===== src/rtl/pwm_capture.sv =====
// PWM capture receiver: measures low time and period of an active-low PWM
// input between falling edges, with stuck-input detection.
module pwm_capture #(
    parameter int pwm_bits = 12
) (
    input  logic                clk_pwm,
    input  logic                rst,
    input  logic                pwm_in,
    output logic [pwm_bits-1:0] duty_out,
    output logic [pwm_bits:0]   period_out,
    output logic                valid,
    output logic                stuck
);

    localparam int CW = pwm_bits + 1;
    localparam logic [CW-1:0]       CTR_MAX  = '1;
    localparam logic [CW-1:0]       CTR_ONE  = CW'(1);
    localparam logic [pwm_bits-1:0] DUTY_MAX = '1;

    typedef enum logic [1:0] {ARM, MEAS, STUCK} state_t;

    function automatic logic [CW-1:0] sat_inc(input logic [CW-1:0] v);
        return (v == CTR_MAX) ? v : v + CTR_ONE;
    endfunction

    function automatic logic [pwm_bits-1:0] sat_duty(input logic [CW-1:0] v);
        return (v > {1'b0, DUTY_MAX}) ? DUTY_MAX : v[pwm_bits-1:0];
    endfunction

    state_t              state, state_n;
    logic                s1, s2, s3;
    logic                fall;
    logic [CW-1:0]       per_ctr, per_n;
    logic [CW-1:0]       low_ctr, low_n;
    logic [pwm_bits-1:0] duty_n;
    logic [pwm_bits:0]   period_n;
    logic                valid_n, stuck_n;

    assign fall = s3 & ~s2;

    // Input synchronizer plus edge-detect delay; idle level is high (off)
    always_ff @(posedge clk_pwm or posedge rst) begin
        if (rst) begin
            s1 <= 1'b1;
            s2 <= 1'b1;
            s3 <= 1'b1;
        end else begin
            s1 <= pwm_in;
            s2 <= s1;
            s3 <= s2;
        end
    end

    always_ff @(posedge clk_pwm or posedge rst) begin
        if (rst) begin
            state      <= ARM;
            per_ctr    <= '0;
            low_ctr    <= '0;
            duty_out   <= '0;
            period_out <= '0;
            valid      <= 1'b0;
            stuck      <= 1'b0;
        end else begin
            state      <= state_n;
            per_ctr    <= per_n;
            low_ctr    <= low_n;
            duty_out   <= duty_n;
            period_out <= period_n;
            valid      <= valid_n;
            stuck      <= stuck_n;
        end
    end

    always_comb begin
        state_n  = state;
        per_n    = per_ctr;
        low_n    = low_ctr;
        duty_n   = duty_out;
        period_n = period_out;
        valid_n  = 1'b0;
        stuck_n  = stuck;
        case (state)
            ARM: begin
                if (fall) begin
                    per_n   = CTR_ONE;
                    low_n   = CTR_ONE;
                    state_n = MEAS;
                end else if (per_ctr == CTR_MAX) begin
                    state_n  = STUCK;
                    stuck_n  = 1'b1;
                    valid_n  = 1'b1;
                    period_n = '0;
                    duty_n   = s2 ? '0 : DUTY_MAX;
                end else begin
                    per_n = sat_inc(per_ctr);
                end
            end
            MEAS: begin
                // A falling edge takes priority over the timeout in the same cycle
                if (fall) begin
                    period_n = per_ctr;
                    duty_n   = sat_duty(low_ctr);
                    valid_n  = 1'b1;
                    per_n    = CTR_ONE;
                    low_n    = CTR_ONE;
                end else if (per_ctr == CTR_MAX) begin
                    state_n  = STUCK;
                    stuck_n  = 1'b1;
                    valid_n  = 1'b1;
                    period_n = '0;
                    duty_n   = s2 ? '0 : DUTY_MAX;
                end else begin
                    per_n = sat_inc(per_ctr);
                    if (!s2) low_n = sat_inc(low_ctr);
                end
            end
            STUCK: begin
                // Recovery edge opens a fresh period, so it reports nothing
                if (fall) begin
                    stuck_n = 1'b0;
                    per_n   = CTR_ONE;
                    low_n   = CTR_ONE;
                    state_n = MEAS;
                end
            end
            default: state_n = ARM;
        endcase
    end

endmodule


===== config.mk =====
export PLATFORM = sky130hd
export DESIGN_NAME = pwm_capture
export DESIGN_NICKNAME = d
export VERILOG_FILES = /design/src/rtl/pwm_capture.sv
export SDC_FILE = /design/constraint.sdc
export NUM_CORES = 1
export LEC_CHECK = 0
export BUFFER_PORTS_ARGS = -buffer_cell sky130_fd_sc_hd__buf_2
export CORE_UTILIZATION = 35
export CTS_CLUSTER_SIZE = 28
export DETAILED_ROUTE_END_ITERATION = 7
export SLEW_MARGIN = 20
export SYNTH_ARGS = -nofsm -noshare
export SYNTH_HDL_FRONTEND = slang
export SYNTH_SLANG_ARGS = --single-unit

===== constraint.sdc =====
create_clock -name clk_pwm -period 6.55 [get_ports clk_pwm]
set_clock_uncertainty 0.1 [all_clocks]
set_input_delay 0.655 -clock clk_pwm [delete_from_list [all_inputs] [get_ports clk_pwm]]
set_output_delay 0.655 -clock clk_pwm [all_outputs]
set_load 0.03 [all_outputs]

==> results of run 1 <==
==> synth_stat cells, types with 3 or more instances <==
| cell | number |
|---|---|
| dfrtp_1 | 55 |
| o21ai_0 | 28 |
| nand2_1 | 23 |
| nor2_1 | 23 |
| a22o_1 | 16 |
| a21oi_1 | 10 |
| nand3_1 | 10 |
| nand4_1 | 9 |
| o31ai_1 | 7 |
| a2bb2oi_1 | 6 |
| inv_1 | 6 |
| and3_1 | 5 |
| buf_2 | 5 |
| clkbuf_1 | 5 |
| nor3_1 | 5 |
| xor2_1 | 4 |
| a41oi_1 | 3 |
| dfstp_2 | 3 |
| ha_1 | 3 |
| nand2b_1 | 3 |
| o211ai_1 | 3 |
==> where the power goes <==
part	total [uW]	leakage, uW	internal, uW	switching (uW)
logic	160	0.000623	56.9	103
registers	443	0.000752	400	43.6
clock network	411	0.000129	272	139
==> worst max-delay path, cell delays in order, from the launching register on <==
cell	delay, ns
dfrtp_1	0.45
ha_1	0.26
nand4_2	0.20
nor4_4	0.72
o211ai_1	0.51
o21ai_0	0.29
==> per-layer routing <==
layer,track usage [%],up-vias,part of all wire (%)
met5,0,-,0
met4,6.08,0,1.7
met3,4.86,11,4.9
met2,26.6,54,47
met1,22.7,1101,46
li1,-,1089,-
==> flip-flops by register name, summed over array words and instances, names as in the netlist, 2 cells and up <==
register,flops
state,2
duty_out,12
low_ctr,13
per_ctr,13
period_out,13
==> per-stage QoR <==
step	area, sq um	std cells	power, uW	setup WS [ns]
floorplan	2800	272	560	4.37
global placement	3020	392	607	3.97
detailed placement	3020	392	610	3.81
CTS	3270	408	1030	3.79
global route	3270	408	1060	3.64
finish	3270	408	1010	3.93
==> logic make-up after synthesis <==
logic type               after synthesis  share of synthesized area [%]
XOR/XNOR                               5                           1.57
flip-flops                            58                           52.0
AND/OR/NAND/NOR                       93                           17.6
buffers and inverters                 19                           3.36
AO/OA/AOI/OAI                         94                           24.1
adder cells (fa/ha/maj)                3                           1.34
==> layout make-up <==
| class | count | area, sq um | share of cell area, % |
|---|---|---|---|
| Multi-Input combinational cell | 195 | 1260 | 38.4 |
| Timing Repair Buffer | 31 | 160 | 4.89 |
| Inverter | 6 | 22.5 | 0.688 |
| Sequential cell | 58 | 1460 | 44.4 |
| Tap cell | 102 | 128 | 3.90 |
| Clock buffer | 11 | 151 | 4.62 |
| Clock inverter | 5 | 100 | 3.06 |
==> final timing paths <==
kind                                endpoint  slack (ns)  cells past startpoint
min in group asynchronous        duty_out[0]        0.42                      3
worst min register to register            s2        0.26                      0
worst max-delay path            duty_out[11]        3.93                      5
worst max register to register  duty_out[11]        3.93                      5
worst min-delay path                      s2        0.26                      0
max in group asynchronous         per_ctr[5]        5.44                      3
==> results.md, run 1 <==
* Max-slew violation total from the final report at 0
* Antenna Nets Post-Route at 0
* Required time worst endpoint at 6.70 ns
* H-Tree Depth at 3
* Port Buf Inserts at 29
* Clk pin slew, worst setup/hold paths at 0.07 ns
* Initial antenna violation count at 0
* Maximum fanout along the worst path at 14
* Remaining DRCs at 0
* Quantity of hold-fixing buffers added after cts at 0
* Detailed Place HPWL at 4270 um
* Number of buffers added by the clock tree synthesis step at 9
* Total Routing Usage GR at 17.1%
* Crit path arrival time at 2.77 ns
* Final worst-path cycle share at 40.0%
* Maximum capacitance violations at 0
* Crit. End Element: flip-flop
* # rows at 32
* Number of enable-type register cells in the synthesized netlist at 0
* Most frequent cells in the layout: dfrtp_1 (55), buf_2 (29), o21ai_0 (28)
* Wire length after detailed routing at 6480 um
* Power density over the cells at 310 mW/mm^2
* Leakage power summed over all cells at 0.00150 uW
* Achievable frequency at 381 MHz
* Final setup violating endpoints at 0
* Fillcell total at 743
* Fin util at 42.4%
* Cell types with the largest area share after synthesis: dfrtp_1 (49%), a22o_1 (5.0%), o21ai_0 (5.0%), nand2_1 (3.1%), nor2_1 (3.1%)
* Die boundary height at 91.4 um
* Wire per inst at 15.9 um
* # resized after CTS at 0
* Sum of negative setup slack at 0 ns
* Final weighted congestion in routability-driven placement at 0.797
* RSZ-0062 raised after global routing: false
* Detailed-router iteration count before antenna repair at 4
* Reg-to-reg startpoint: per_ctr[0]
* Synth Flop Type: dfrtp_1
* Worst supply voltage drop on vdd at 0.000137 V
* Average cell area after synthesis at 10.3 sq um
* TritonCTS clock tree: built
* Slew of the pin with the lowest slew margin at 0.948 ns
* Clock net sink count at 58
* Critical Path Start Type: flip-flop
* Origin of the worst setup path: per_ctr[0]
* Net count after synthesis at 278
* Horizontal die dimension at 91.4 um
* Result of the run: completed
* Routed vias/inst at 5.53
* Clock insertion delay at the later pin of the skew report at 0.34 ns
* Final worst hold slack at 0.258 ns
* Normalized max-slew margin at 36.5%
* Clock tree root buffer cell: clkbuf_8
* I/O Pins at 30
* Number of standard cells after synthesis at 272
* Start point of the worst hold path: s1
* Total of warnings raised by yosys at 0
* Routed vias at 2255
* Worst min-delay path class: reg2reg
* Final min period at 2.62 ns
* Post-synthesis instance area at 0.00280 sq mm
* Total die area at 0.00835 sq mm
* Number of distinct standard cells referenced by the synthesized netlist at 53
* Commonest non-fill, non-tap cell in the layout: dfrtp_1
* Synthesized flop and latch total at 58
* Area delta synth->final at 17.1%
* Number of setup buffers added after CTS at 0
* Longest Clk Path Bufs at 2
* Share of the yosys chip area belonging to registers at 52.0%
* Fraction of synthesized cell area taken by the top area cell type at 49.2%
* Pin count of the biggest net entering global routing at 59
* Share of async-settable or async-resettable flops after synthesis at 100%
* Hold violation total from the final report at 0
* Critical path class: reg2reg
* Diode count at 0
* Total gr overflow at 0
* First-pass GRT wire length at 11200 um
* Core Footprint at 0.00773 sq mm
* Cell type with the largest total area after synthesis: dfrtp_1
* Final Net Count at 307
* Initial DRC count at 94
* Initial Utilization at 36.2%
* Fraction of layout cells with a size suffix above 1 at 21.2%
* Number of global-route vias before repair at 2174
No activity file was read; power rests on OpenSTA's default activity.
==> inputs of run 2 (changes only) <==
ABC_AREA = 1   (was not set)
clock period = 2.3 ns   (was 6.55 ns; I/O delays follow)
==> results.md, run 2 <==
* Worst min-delay path class: reg2reg
* Start point of the worst hold path: s1
* Max-slew violation total from the final report at 0
* Die boundary height at 97.9 um
* Worst path most repeated cell: nand2_1
* Longest Clk Path Bufs at 2
* Worst-case hold path end point: s2
* Synthesized flop and latch total at 58
* Share of async-settable or async-resettable flops after synthesis at 100%
* Proportion of synthesized area in mux cells at 0%
* Clock tree root buffer cell: clkbuf_8
* TritonCTS clock tree: built
* Fraction of synthesized cell area taken by the top area cell type at 42.7%
* Synth Flop Type: dfrtp_1
* Share of the yosys chip area belonging to registers at 45.2%
* Total die area at 0.00959 sq mm
* Routed vias/inst at 5.11
* Largest registers: low_ctr (13), per_ctr (13), period_out (13)
* Antenna Nets Post-Route at 0
* Crit. End Element: flip-flop
* Total of warnings raised by yosys at 0
* Result of the run: finished with violations
* Horizontal die dimension at 97.9 um
* Initial DRC count at 287
* Detailed-router iteration count before antenna repair at 7
* Final worst hold slack at 0.258 ns
* Crit path arrival time at 2.18 ns
* Cell type with the largest total area after synthesis: dfrtp_1
* Core Footprint at 0.00881 sq mm
* Maximum fanout along the worst path at 14
* Number of buffers added by the clock tree synthesis step at 9
* Post-synthesis share of cell area spent on full adders, half adders and majority gates at 1.17%
* Top cells by count, synth: nand2_1 (145), nand3_1 (62), dfrtp_1 (55), nor2_1 (44), inv_1 (30)
* Worst supply voltage drop on vdd at 0.000284 V
* Power density over the cells at 867 mW/mm^2
* Leakage power summed over all cells at 0.00185 uW
* Final min period at 2.00 ns
* Detailed Place HPWL at 5420 um
* Setup slack on the worst flop-to-flop path at 0.30 ns
* # rows at 34
* Post-synthesis instance area at 0.00322 sq mm
* Net count after synthesis at 444
* Remaining DRCs at 3
* Required time worst endpoint at 2.48 ns
* Total Routing Usage GR at 17.5%
* Sum of negative setup slack at 0 ns
* Clock net sink count at 58
* Area delta synth->final at 15.6%
* Port Buf Inserts at 29
* First-pass GRT wire length at 13300 um
* # resized after CTS at 0
* Hold violation total from the final report at 0
* Reg2reg path depth at 9
* Final Net Count at 478
* Number of setup buffers added after CTS at 0
* Normalized max-slew margin at 62.0%
* Fillcell total at 900
* Reg-to-reg startpoint: per_ctr[0]
* Cell-by-cell trace of the critical path: ha_1 -> nand2_1 -> nor2_4 -> nand4_1 -> nand3_2 -> nand2_4 -> nand2_2 -> nand2_1 -> nand2_1
* Final weighted congestion in routability-driven placement at 0.880
* Initial antenna violation count at 0
* Biggest cell delay along the critical path at 0.42 ns
* Commonest non-fill, non-tap cell in the layout: nand2_1
* Number of standard cells after synthesis at 438
* H-Tree Depth at 3
* XOR/XNOR share of the synthesized area at 1.36%
* Total gr overflow at 0
* Clk pin slew, worst setup/hold paths at 0.07 ns
* Final setup violating endpoints at 0
* Diode count at 0
* Critical Path Start Type: flip-flop
* Number of enable-type register cells in the synthesized netlist at 0
* Failing checks: DRC
* Wire per inst at 13.5 um
* Slowest stage cell, crit path: dfrtp_1
* Slew of the pin with the lowest slew margin at 0.569 ns
* Cell types with the largest area share after synthesis: dfrtp_1 (43%), nand2_1 (17%), nand3_1 (9.6%), nor2_1 (5.1%), inv_1 (3.5%)
* Maximum capacitance violations at 0
* Final worst-path cycle share at 86.9%
* Most frequent cells in the layout: nand2_1 (145), nand3_1 (62), dfrtp_1 (55)
* Average cell area after synthesis at 7.35 sq um
* I/O Pins at 30
* Area fraction in compound gates after synthesis at 5.56%
* Initial Utilization at 36.6%
* Most frequent cell after synthesis: nand2_1
* Fraction of layout cells with a size suffix above 1 at 15.7%
* Routed vias at 2987
* Fin util at 42.3%
* Largest family of logic cells by synthesized area: simple AND/OR/NAND/NOR gates
* Number of global-route vias before repair at 2685
* Critical path class: reg2reg
* Achievable frequency at 501 MHz
* Wire length after detailed routing at 7900 um
* Number of distinct standard cells referenced by the synthesized netlist at 32
* Pin count of the biggest net entering global routing at 59
* Capture instance of the worst register-to-register path: low_ctr[0]
* Instance count along the most critical hold path at 0
* Clock insertion delay at the later pin of the skew report at 0.35 ns
* Area fraction in and, or, nand and nor cells after synthesis at 39.9%
* Quantity of hold-fixing buffers added after cts at 2
* RSZ-0062 raised after global routing: false
## run 2: kinds of logic (layout without fill, tap and decap cells)
kind of cell | Yosys count | in the layout
DFF | 58 | 58
buffers and inverters | 49 | 88
and+or+nand+nor | 289 | 289
xor gates and xnor gates | 5 | 5
adders and majority gates | 3 | 3
AOI/OAI and AO/OA | 34 | 34
## run 2: worst max-delay path, delay by kind of cell (launching register included)
family	cells	cell delay (ns)
simple gates	8	1.17
flops	1	0.42
fa+ha+maj	1	0.24
## run 2: worst max path at each step
stage | from | end | slack, ns
6_report | per_ctr[0] | low_ctr[0] | 0.30
5_1_grt | per_ctr[0] | per_ctr[10] | 0.11
4_1_cts | per_ctr[0] | per_ctr[10] | 0.33
3_5_place_dp | per_ctr[0] | per_ctr[10] | 0.34
3_3_place_gp | per_ctr[1] | per_ctr[10] | 0.40
2_1_floorplan | rst | duty_out[0] | 0.55
## run 2: through the flow
| step | setup WS, ns | power, uW | area (sq um) | std cells |
|---|---|---|---|---|
| 6_report | 0.302 | 3230 | 3720 | 585 |
| 4_1_cts | 0.329 | 3250 | 3720 | 585 |
| 2_1_floorplan | 0.547 | 1900 | 3220 | 438 |
| 5_1_grt | 0.109 | 3410 | 3720 | 585 |
| 3_5_place_dp | 0.344 | 2160 | 3480 | 567 |
| 3_3_place_gp | 0.399 | 2150 | 3480 | 567 |
## run 2: metal layers
layer / vias to the layer above / global-route usage (%) / share of wire, %
met2: 59 / 24.8 / 42
met4: 0 / 6.53 / 1.5
met1: 1418 / 26.0 / 52
met3: 13 / 3.58 / 4.2
li1: 1497 / - / -
met5: - / 0 / 0
## run 2: where the power goes
group | internal, uW | leakage, uW | total (uW) | switching (uW)
Combinational | 273 | 0.000981 | 831 | 558
Sequential | 1170 | 0.000758 | 1310 | 137
Clock | 619 | 0.000106 | 1090 | 470
## run 2: cell type report
class / count / area [sq um] / share of cell area (%)
repair buffers: 39 / 238 / 6.38
flip-flops and latches: 58 / 1460 / 39.1
multi-input cells: 331 / 1550 / 41.5
clock buffers: 9 / 124 / 3.33
clock inverters: 7 / 101 / 2.72
well taps: 108 / 135 / 3.63
inverters: 33 / 124 / 3.33
